==> config.mk <==
export PLATFORM = sky130hd
export DESIGN_NAME = leaf_net_interface_flat
export DESIGN_NICKNAME = d
export VERILOG_FILES = /design/src/rtl/leaf_net_interface_if.sv /design/src/rtl/leaf_net_interface.sv /design/src/flat_wrapper.sv
export SDC_FILE = /design/constraint.sdc
export NUM_CORES = 1
export LEC_CHECK = 0
export CAP_MARGIN = 20
export CORE_UTILIZATION = 35
export CTS_CLUSTER_SIZE = 14
export DETAILED_ROUTE_END_ITERATION = 12
export GPL_ROUTABILITY_DRIVEN = 0
export SYNTH_ARGS = -nofsm -noshare
export SYNTH_HDL_FRONTEND = slang
export SYNTH_SLANG_ARGS = --single-unit
==> constraint.sdc <==
create_clock -name clk -period 3.4 [get_ports clk]
set_input_delay 0.68 -clock clk [delete_from_list [all_inputs] [get_ports clk]]
set_output_delay 0.68 -clock clk [all_outputs]
set_load 0.05 [all_outputs]
==> src/rtl/leaf_net_interface_if.sv <==
// Core-side TX/RX handshakes and the hub up/down link of one leaf endpoint.
// slave is the leaf endpoint; master is the core and hub side that drives it.
interface leaf_net_interface_if;
    logic        tx_valid;
    logic        tx_ready;
    logic [3:0]  tx_dst;
    logic [11:0] tx_payload;
    logic [19:0] up_data;
    logic        up_valid;
    logic        up_ci;
    logic [19:0] down_data;
    logic        down_valid;
    logic        down_co;
    logic        rx_valid;
    logic        rx_ready;
    logic [3:0]  rx_src;
    logic [11:0] rx_payload;

    modport slave (
        input  tx_valid, tx_dst, tx_payload,
        input  up_ci,
        input  down_data, down_valid,
        input  rx_ready,
        output tx_ready,
        output up_data, up_valid,
        output down_co,
        output rx_valid, rx_src, rx_payload
    );

    modport master (
        output tx_valid, tx_dst, tx_payload,
        output up_ci,
        output down_data, down_valid,
        output rx_ready,
        input  tx_ready,
        input  up_data, up_valid,
        input  down_co,
        input  rx_valid, rx_src, rx_payload
    );
endinterface

==> src/rtl/leaf_net_interface.sv <==
// Leaf endpoint of a hub link: credit-controlled TX injection and
// address-checked RX buffering with per-slot credit return.
module leaf_net_interface #(
    parameter int CREDITS  = 4,
    parameter int TX_DEPTH = 4,
    parameter int RX_DEPTH = 4
) (
    input  logic                 clk,
    input  logic                 rst,
    input  logic [1:0]           my_cluster,
    input  logic [1:0]           my_local,
    leaf_net_interface_if.slave  net,
    output logic [7:0]           misroute_cnt,
    output logic                 proto_err
);
    localparam int TIW = (TX_DEPTH > 1) ? $clog2(TX_DEPTH) : 1;
    localparam int TCW = $clog2(TX_DEPTH + 1);
    localparam int RIW = (RX_DEPTH > 1) ? $clog2(RX_DEPTH) : 1;
    localparam int RCW = $clog2(RX_DEPTH + 1);
    localparam int PW  = $clog2(RX_DEPTH + 3);

    localparam logic [2:0]     CRED_MAX = 3'(CREDITS);
    localparam logic [TCW-1:0] TX_FULL  = TCW'(TX_DEPTH);
    localparam logic [RCW-1:0] RX_FULL  = RCW'(RX_DEPTH);

    function automatic logic [TIW-1:0] tx_inc(input logic [TIW-1:0] p);
        return (p == TIW'(TX_DEPTH - 1)) ? '0 : p + 1'b1;
    endfunction

    function automatic logic [RIW-1:0] rx_inc(input logic [RIW-1:0] p);
        return (p == RIW'(RX_DEPTH - 1)) ? '0 : p + 1'b1;
    endfunction

    logic [19:0]    tx_mem_q [TX_DEPTH];
    logic [19:0]    tx_mem_d [TX_DEPTH];
    logic [TIW-1:0] tx_wp_q, tx_wp_d;
    logic [TIW-1:0] tx_rp_q, tx_rp_d;
    logic [TCW-1:0] tx_cnt_q, tx_cnt_d;
    logic [2:0]     credit_q, credit_d;
    logic [19:0]    up_data_q, up_data_d;
    logic           up_valid_q, up_valid_d;

    logic [15:0]    rx_mem_q [RX_DEPTH];
    logic [15:0]    rx_mem_d [RX_DEPTH];
    logic [RIW-1:0] rx_wp_q, rx_wp_d;
    logic [RIW-1:0] rx_rp_q, rx_rp_d;
    logic [RCW-1:0] rx_cnt_q, rx_cnt_d;
    logic [PW-1:0]  pend_q, pend_d;
    logic           down_co_q, down_co_d;
    logic [7:0]     misroute_q, misroute_d;
    logic           perr_q, perr_d;

    logic        tx_full, tx_empty, tx_push, tx_send;
    logic        tx_bypass, tx_wr, tx_rd, ci_spurious;
    logic [19:0] tx_flit;
    logic        rx_match, rx_full, rx_empty, rx_pop;
    logic        rx_wr, rx_ovf, rx_mis;
    logic [PW-1:0] pend_avail;

    // An empty FIFO is bypassed straight into the output register.
    always_comb begin
        tx_full    = (tx_cnt_q == TX_FULL);
        tx_empty   = (tx_cnt_q == '0);
        tx_push    = net.tx_valid & ~tx_full;
        tx_flit    = {net.tx_dst, my_cluster, my_local, net.tx_payload};
        tx_send    = (credit_q != '0) & (~tx_empty | tx_push);
        tx_bypass  = tx_send & tx_empty;
        tx_wr      = tx_push & ~tx_bypass;
        tx_rd      = tx_send & ~tx_empty;
        up_valid_d = tx_send;
        up_data_d  = '0;
        if (tx_send) begin
            up_data_d = tx_empty ? tx_flit : tx_mem_q[tx_rp_q];
        end
        tx_mem_d = tx_mem_q;
        if (tx_wr) begin
            tx_mem_d[tx_wp_q] = tx_flit;
        end
        tx_wp_d  = tx_wr ? tx_inc(tx_wp_q) : tx_wp_q;
        tx_rp_d  = tx_rd ? tx_inc(tx_rp_q) : tx_rp_q;
        tx_cnt_d = tx_cnt_q + TCW'(tx_wr) - TCW'(tx_rd);
    end

    always_comb begin
        ci_spurious = net.up_ci & ~tx_send & (credit_q == CRED_MAX);
        credit_d    = credit_q;
        unique case ({net.up_ci, tx_send})
            2'b10: begin
                if (!ci_spurious) begin
                    credit_d = credit_q + 3'd1;
                end
            end
            2'b01:   credit_d = credit_q - 3'd1;
            default: credit_d = credit_q;
        endcase
    end

    // A pop frees a slot, so a write into a full FIFO in the same cycle fits.
    always_comb begin
        rx_match = (net.down_data[19:16] == {my_cluster, my_local});
        rx_full  = (rx_cnt_q == RX_FULL);
        rx_empty = (rx_cnt_q == '0);
        rx_pop   = ~rx_empty & net.rx_ready;
        rx_wr    = net.down_valid & rx_match & (~rx_full | rx_pop);
        rx_ovf   = net.down_valid & rx_match & rx_full & ~rx_pop;
        rx_mis   = net.down_valid & ~rx_match;
        rx_mem_d = rx_mem_q;
        if (rx_wr) begin
            rx_mem_d[rx_wp_q] = net.down_data[15:0];
        end
        rx_wp_d  = rx_wr ? rx_inc(rx_wp_q) : rx_wp_q;
        rx_rp_d  = rx_pop ? rx_inc(rx_rp_q) : rx_rp_q;
        rx_cnt_d = rx_cnt_q + RCW'(rx_wr) - RCW'(rx_pop);
    end

    // Freed slots are returned one per cycle, the first without delay.
    always_comb begin
        pend_avail = pend_q + PW'(rx_pop) + PW'(rx_mis);
        down_co_d  = (pend_avail != '0);
        pend_d     = pend_avail - PW'(down_co_d);
        misroute_d = misroute_q;
        if (rx_mis && misroute_q != 8'hFF) begin
            misroute_d = misroute_q + 8'd1;
        end
        perr_d = perr_q | ci_spurious | rx_ovf;
    end

    always_ff @(posedge clk or negedge rst) begin
        if (!rst) begin
            for (int i = 0; i < TX_DEPTH; i++) begin
                tx_mem_q[i] <= '0;
            end
            for (int i = 0; i < RX_DEPTH; i++) begin
                rx_mem_q[i] <= '0;
            end
            tx_wp_q    <= '0;
            tx_rp_q    <= '0;
            tx_cnt_q   <= '0;
            credit_q   <= CRED_MAX;
            up_data_q  <= '0;
            up_valid_q <= 1'b0;
            rx_wp_q    <= '0;
            rx_rp_q    <= '0;
            rx_cnt_q   <= '0;
            pend_q     <= '0;
            down_co_q  <= 1'b0;
            misroute_q <= '0;
            perr_q     <= 1'b0;
        end else begin
            tx_mem_q   <= tx_mem_d;
            rx_mem_q   <= rx_mem_d;
            tx_wp_q    <= tx_wp_d;
            tx_rp_q    <= tx_rp_d;
            tx_cnt_q   <= tx_cnt_d;
            credit_q   <= credit_d;
            up_data_q  <= up_data_d;
            up_valid_q <= up_valid_d;
            rx_wp_q    <= rx_wp_d;
            rx_rp_q    <= rx_rp_d;
            rx_cnt_q   <= rx_cnt_d;
            pend_q     <= pend_d;
            down_co_q  <= down_co_d;
            misroute_q <= misroute_d;
            perr_q     <= perr_d;
        end
    end

    assign net.tx_ready   = ~tx_full;
    assign net.up_data    = up_data_q;
    assign net.up_valid   = up_valid_q;
    assign net.down_co    = down_co_q;
    assign net.rx_valid   = ~rx_empty;
    assign net.rx_src     = rx_empty ? 4'h0 : rx_mem_q[rx_rp_q][15:12];
    assign net.rx_payload = rx_empty ? 12'h000 : rx_mem_q[rx_rp_q][11:0];
    assign misroute_cnt   = misroute_q;
    assign proto_err      = perr_q;
endmodule

==> src/flat_wrapper.sv <==
// flat-port wrapper written by rule: the top's interface ports become plain ports
module leaf_net_interface_flat 
#(
    parameter int CREDITS  = 4,
    parameter int TX_DEPTH = 4,
    parameter int RX_DEPTH = 4
)
  (clk, rst, my_cluster, my_local, misroute_cnt, proto_err, net_tx_valid, net_tx_dst, net_tx_payload, net_up_ci, net_down_data, net_down_valid, net_rx_ready, net_tx_ready, net_up_data, net_up_valid, net_down_co, net_rx_valid, net_rx_src, net_rx_payload);
  leaf_net_interface_if net_i ();
  input  logic clk;
  input  logic rst;
  input  logic [1:0] my_cluster;
  input  logic [1:0] my_local;
  output logic [7:0] misroute_cnt;
  output logic proto_err;
  input wire logic [$bits(net_i.tx_valid)-1:0] net_tx_valid;
  input wire logic [$bits(net_i.tx_dst)-1:0] net_tx_dst;
  input wire logic [$bits(net_i.tx_payload)-1:0] net_tx_payload;
  input wire logic [$bits(net_i.up_ci)-1:0] net_up_ci;
  input wire logic [$bits(net_i.down_data)-1:0] net_down_data;
  input wire logic [$bits(net_i.down_valid)-1:0] net_down_valid;
  input wire logic [$bits(net_i.rx_ready)-1:0] net_rx_ready;
  output wire logic [$bits(net_i.tx_ready)-1:0] net_tx_ready;
  output wire logic [$bits(net_i.up_data)-1:0] net_up_data;
  output wire logic [$bits(net_i.up_valid)-1:0] net_up_valid;
  output wire logic [$bits(net_i.down_co)-1:0] net_down_co;
  output wire logic [$bits(net_i.rx_valid)-1:0] net_rx_valid;
  output wire logic [$bits(net_i.rx_src)-1:0] net_rx_src;
  output wire logic [$bits(net_i.rx_payload)-1:0] net_rx_payload;
  assign net_i.tx_valid = net_tx_valid;
  assign net_i.tx_dst = net_tx_dst;
  assign net_i.tx_payload = net_tx_payload;
  assign net_i.up_ci = net_up_ci;
  assign net_i.down_data = net_down_data;
  assign net_i.down_valid = net_down_valid;
  assign net_i.rx_ready = net_rx_ready;
  assign net_tx_ready = net_i.tx_ready;
  assign net_up_data = net_i.up_data;
  assign net_up_valid = net_i.up_valid;
  assign net_down_co = net_i.down_co;
  assign net_rx_valid = net_i.rx_valid;
  assign net_rx_src = net_i.rx_src;
  assign net_rx_payload = net_i.rx_payload;
  leaf_net_interface #(.CREDITS(CREDITS), .TX_DEPTH(TX_DEPTH), .RX_DEPTH(RX_DEPTH)) u_core (.clk(clk), .rst(rst), .my_cluster(my_cluster), .my_local(my_local), .net(net_i), .misroute_cnt(misroute_cnt), .proto_err(proto_err));
endmodule
### Yosys cells after proc, flatten, opt, wreduce, memory -nomap -nowiden

Cells that the tools add are included.

* bits of input ports: 46
* output and inout bits: 49
* bits in registers: 195

* eq/ne operators: 12
* magnitude comparators: 6
* reduce and logical (&&, ||, !) cells: 9
* muxes and demuxes: 22
* $add $sub $neg: 14
* bitwise logic cells: 29

Operators by type and width (count)
* 20-bit 2-to-1 mux: 5
* 80-bit bitwise mux: 1
* 64-bit bitwise mux: 1
* 16-bit 2-to-1 mux: 3
* 20-bit binary-select mux with 2-bit select: 1
* 20-bit demux with 2-bit select: 1
* 16-bit binary-select mux with 2-bit select: 1
* 16-bit demux with 2-bit select: 1
* 1-bit AND: 13
* 3-bit by 1-bit adder with 3-bit output: 4
* 3-bit greater-or-equal comparator (second input constant): 4
* 12-bit 2-to-1 mux: 1
* 2-bit inverter with 3-bit output: 4
* 2-bit equality test (second input constant): 5
* 3-bit equality test (second input constant): 3
* 3-bit by 1-bit subtractor with 3-bit output: 3
* 2-bit by 1-bit adder with 2-bit output (second input constant): 4
* 8-bit by 1-bit adder with 8-bit output (second input constant): 1
* 2-bit 2-to-1 mux: 4
* 8-bit != test (second input constant): 1
* 1-bit inverter: 8
* 3-bit zero test: 2
* 3-bit by 1-bit < comparator with 1-bit output (second input constant): 2
* 3-bit one-hot mux with 2 select lines: 1
* other kinds (12): 18

### Logic depth before layout (Yosys ltp)

* word-level depth: 10
* depth in mapped cells: 11
* mapped depth without buffers: 10

### Worst setup path after synthesis

OpenSTA, ideal clock, no wires.

* path type: input port to flip-flop
* start point: in my_local[1]
* end point: reg u_core.pend_q[2]
* setup slack: 119 ps
* data arrival time: 3151 ps
* library setup time: 130 ps
* path buffers: 1
* cell stages on the path: 11
* path through: xor2_1 -> nor4_4 -> buf_2 -> nor2b_1 -> fa_1 -> ha_1 -> xor2_1 -> or3_1 -> ha_1 -> ha_1 -> xor2_1

* word-level cells in the longest chain between the ends: 6

Ends and longest elaborated chain
* start: declaration: RTL line flat_wrapper.sv:13 `input logic [1:0] my_local;`
* 4-bit equality test: RTL line leaf_net_interface.sv:100 `rx_match = (net.down_data[19:16] == {my_cluster, my_local});`
* 1-bit inverter: RTL line leaf_net_interface.sv:106 `rx_mis = net.down_valid & ~rx_match;`
* 1-bit AND: RTL line leaf_net_interface.sv:106
* 3-bit by 1-bit adder with 3-bit output: RTL line leaf_net_interface.sv:118 `pend_avail = pend_q + PW'(rx_pop) + PW'(rx_mis);`
* 3-bit nonzero test: RTL line leaf_net_interface.sv:119 `down_co_d = (pend_avail != '0);`
* named net u_core.down_co_d: RTL line leaf_net_interface.sv:49 `logic down_co_q, down_co_d;`
* 3-bit by 1-bit subtractor with 3-bit output: RTL line leaf_net_interface.sv:120 `pend_d = pend_avail - PW'(down_co_d);`
* named net u_core.pend_d[2]: RTL line leaf_net_interface.sv:48 `logic [PW-1:0] pend_q, pend_d;`
* end signal: assignment: RTL line leaf_net_interface.sv:161 `pend_q <= pend_d;`
* end: declaration: RTL line leaf_net_interface.sv:48

The timed path passes the listed nets, and every way through them passes these cells.
A chain may end at the register's enable or synchronous reset.

### Worst setup path in the final report

* start point: reg u_core.rx_rp_q[0]
* end point: out net_rx_payload[11]

* word-level cells in the longest chain between the ends: 5

Ends and longest elaborated chain
* start: declaration: RTL line leaf_net_interface.sv:46 `logic [RIW-1:0] rx_rp_q, rx_rp_d;`
* start signal: assignment: RTL line leaf_net_interface.sv:159 `rx_rp_q <= rx_rp_d;`
* 2-bit inverter with 3-bit output (not written as such): RTL line leaf_net_interface.sv:174 `assign net.rx_payload = rx_empty ? 12'h000 : rx_mem_q[rx_rp_q][11:0];`
* 16-bit binary-select mux with 2-bit select: RTL line leaf_net_interface.sv:174
* 16-bit 2-to-1 mux (2 in series)
* 12-bit 2-to-1 mux: RTL line leaf_net_interface.sv:174
* end: declaration: RTL line flat_wrapper.sv:29 `output wire logic [$bits(net_i.rx_payload)-1:0] net_rx_payload;`

No other way between the ends. The select of a mux whose other input is x is not followed.

==> flow_summary.ini <==
[placement]
dp_cells = 989
dpl.hpwl_um = 12200
io_buffers = 94
postPlaceCellArea_mm2 = 0.0102

[power]
power_frac_comb_pct = 44.6
power_leakage_nw = 4.76
swShare_pct = 37.6
ir_worst_vdd_mv = 0.559
power_switching_mw = 4.09
p_int_mw = 6.80
p_total_mw = 10.9
clkPwrFrac_pct = 18.4
power_density_mw_per_mm2 = 1010
seq_power_share_pct = 37.0

[setup_path]
crit_family = buffers and inverters
worstPathCellList = buf_4 -> mux4_2 -> and2_1 -> clkdlybuf4s50_1
slowest_stage = clkdlybuf4s50_1
critPathLaunch = u_core.rx_rp_q[0]
critical_path.startpoint_type = flip-flop
path_class = flip-flop to output pin
cp_max_fo = 14
r2r-start = u_core.rx_cnt_q[2]
cp-endpoint = net_rx_payload[11]
cp_num_buf_inv = 2
rr_endpoint = u_core.pend_q[2]
reg2reg_depth = 10
critical_path_required_ns = 2.72
crit_cells = 4
ff2ff_setup_slack_ns = 0.55
arrival_ns = 2.50
end_kind = output pin
slowest_delay_ns = 0.70

[worst_hold_path]
hold_path.class = input pin to async pin

[yosys]
syn_nets = 644
synth-edff-count = 0
synth_top_flop_cell = dfrtp_1
synth_area_leaders = dfrtp_1, mux2_2, mux4_2, ha_1, a22o_1
synth-seq-area-share_pct = 55.6
synth.avg_cell_area_um2 = 15.2
async_reset_ff_share_pct = 100
yosysTopAreaCell = dfrtp_1
syn_area_mm2 = 0.00878
ys_ff_latch = 195
syn-instance-count = 576
synth.distinct_cells = 38
synth_top_area_share_pct = 55.3
yosys_warnings = 0

[global_routing]
grt_usage_pct = 15.4
antenna_found_initial = 0
first_global_vias = 5657
grt_pass1_wl_um = 30800
grt_max_degree = 69
grt_overflow_total = 0

[floorplanning]
core-area_mm2 = 0.0245
rows = 57
dieArea_mm2 = 0.0257
initial_core_util_pct = 35.9
die_h_um = 160
pin_count = 95
dieWidth_um = 160

[clock_network]
cts_setup_buffers = 0
cts_max_level = 4
cts_tree = done
hold_buffers = 0
clock_sinks = 195
cts_max_path_buffers = 2
clock_latency_ns = 0.43
cts-root-buf = clkbuf_16
cts_resized = 0
cts_buffers = 17
clkTransAtPathRegs_ns = 0.08

[timing]
worst_pin_slew_ns = 1.09
whs_ns = 0.238
final_hold_viol_count = 0
min_period_ns = 3.18
timing.fmax_mhz = 315
finalMaxSlewViolations = 0
rsz0062_at_grt = false
slew_headroom_pct = 27.6
skew_ns = 0.00944
setup_violations = 0
finalCritPeriodShare_pct = 93.4

[route]
vias_per_cell = 5.01
drt_first_pass_iters = 4
drc = 0
drt-total-wl_um = 18700
antenna_left = 0
routedWlPerCell_um = 18.3
num_vias = 5115
drt_iter0_drc = 215

[outcome]
status = finished clean

[final_layout]
utilization_pct = 44.3
final_area_mm2 = 0.0108
area_growth_pct = 23.3
fin_nets = 752
diodes = 0
drive_gt1_share_pct = 36.7
final_cells = 1021

[job]
timing.max_cap.violations = 0
[worst min-delay path by stage]
stage | start | to | slack, ns
global route | rst | u_core.rx_mem_q[2] | 0.27
floorplan | rst | u_core.credit_q[0] | 0.38
CTS | rst | u_core.rx_mem_q[50] | 0.25
detailed placement | u_core.rx_mem_q[15] | u_core.rx_mem_q[15] | 0.49
finish | rst | u_core.rx_mem_q[50] | 0.24
global placement | u_core.rx_cnt_q[2] | u_core.rx_cnt_q[2] | 0.48
[metrics by stage]
step / setup slack, ns / setup TNS, ns
6_report: 0.224 / 0
3_3_place_gp: -0.173 / -0.314
3_5_place_dp: -0.243 / -0.432
2_1_floorplan: 0.119 / 0
5_1_grt: 0.125 / 0
4_1_cts: 0.171 / 0
[area by class of cell]
type / count / area (um2)
Clock buffer: 18 / 439
Fill cell: 2153 / 13600
Multi-Input combinational cell: 333 / 3690
Sequential cell: 195 / 4880
Tap cell: 324 / 405
Clock inverter: 14 / 151
Inverter: 19 / 71.3
Timing Repair Buffer: 118 / 1180
[kinds of logic after synthesis]
| family | count (synthesis) | synth area share (%) |
|---|---|---|
| simple gates | 73 | 5.11 |
| fa+ha+maj | 22 | 3.48 |
| buf+inv | 48 | 2.41 |
| compound gates | 34 | 3.13 |
| mux | 187 | 28.6 |
| xor+xnor | 17 | 1.70 |
| flops | 195 | 55.6 |
[synthesized netlist by cell type, types with 7 or more instances]
library cell and number:
nor3_1 7, and2_1 20, buf_2 13, nor2_1 10, inv_1 19, xor2_1 15
mux2_2 151, ha_1 18, a22o_1 20, dfrtp_1 194, mux4_2 36, clkbuf_1 11
nand2_1 9
[layer usage]
metal  routed length (um)  track usage [%]  vias up
met5                    0                0        -
met4                  227             4.16        0
met3                  665             3.36       14
met2                 9620             26.8       96
met1                 8180             19.4     2690
li1                     -                -     2315
[cell usage in the layout, fill, tap and decap left out, drive strengths merged, types with 7 or more instances in the layout]
| cell type | instances |
|---|---|
| buf | 26 |
| a22o | 20 |
| xor2 | 15 |
| inv | 28 |
| dfrtp | 194 |
| clkbuf | 19 |
| and2 | 20 |
| nand4 | 8 |
| clkdlybuf4s50 | 91 |
| nand2 | 9 |
| mux2 | 151 |
| nor2 | 10 |
| nor3 | 7 |
| mux4 | 36 |
| ha | 18 |
[power by group through the flow]
stage / clock network [mW] / logic, mW / registers, mW
finish: 2.00 / 4.86 / 4.03
detailed placement: 0 / 4.92 / 4.07
global placement: 0 / 4.78 / 3.99
global route: 2.17 / 5.24 / 4.16
floorplan: 0 / 3.05 / 4.38
CTS: 2.06 / 4.94 / 4.03
[state kept, by name, indices dropped and copies added (netlist names)]
signal,cells
u_core.net.up_valid,1
u_core.tx_mem_q,80
u_core.rx_cnt_q,3
u_core.credit_q,3
u_core.pend_q,3
u_core.rx_wp_q,2
u_core.tx_rp_q,2
u_core.tx_cnt_q,3
u_core.net.up_data,20
u_core.rx_mem_q,64
u_core.net.down_co,1
u_core.misroute_cnt,8
u_core.rx_rp_q,2
u_core.tx_wp_q,2
u_core.proto_err,1
[worst reg2reg max path: cells and delay by family (launching register included)]
kind / cells / cell delay, ns
flops: 1 / 0.41
simple gates: 3 / 0.88
xor+xnor: 2 / 0.33
fa+ha+maj: 4 / 1.02
buf+inv: 1 / 0.11
Note: power is estimated with default switching activity, not from simulation.
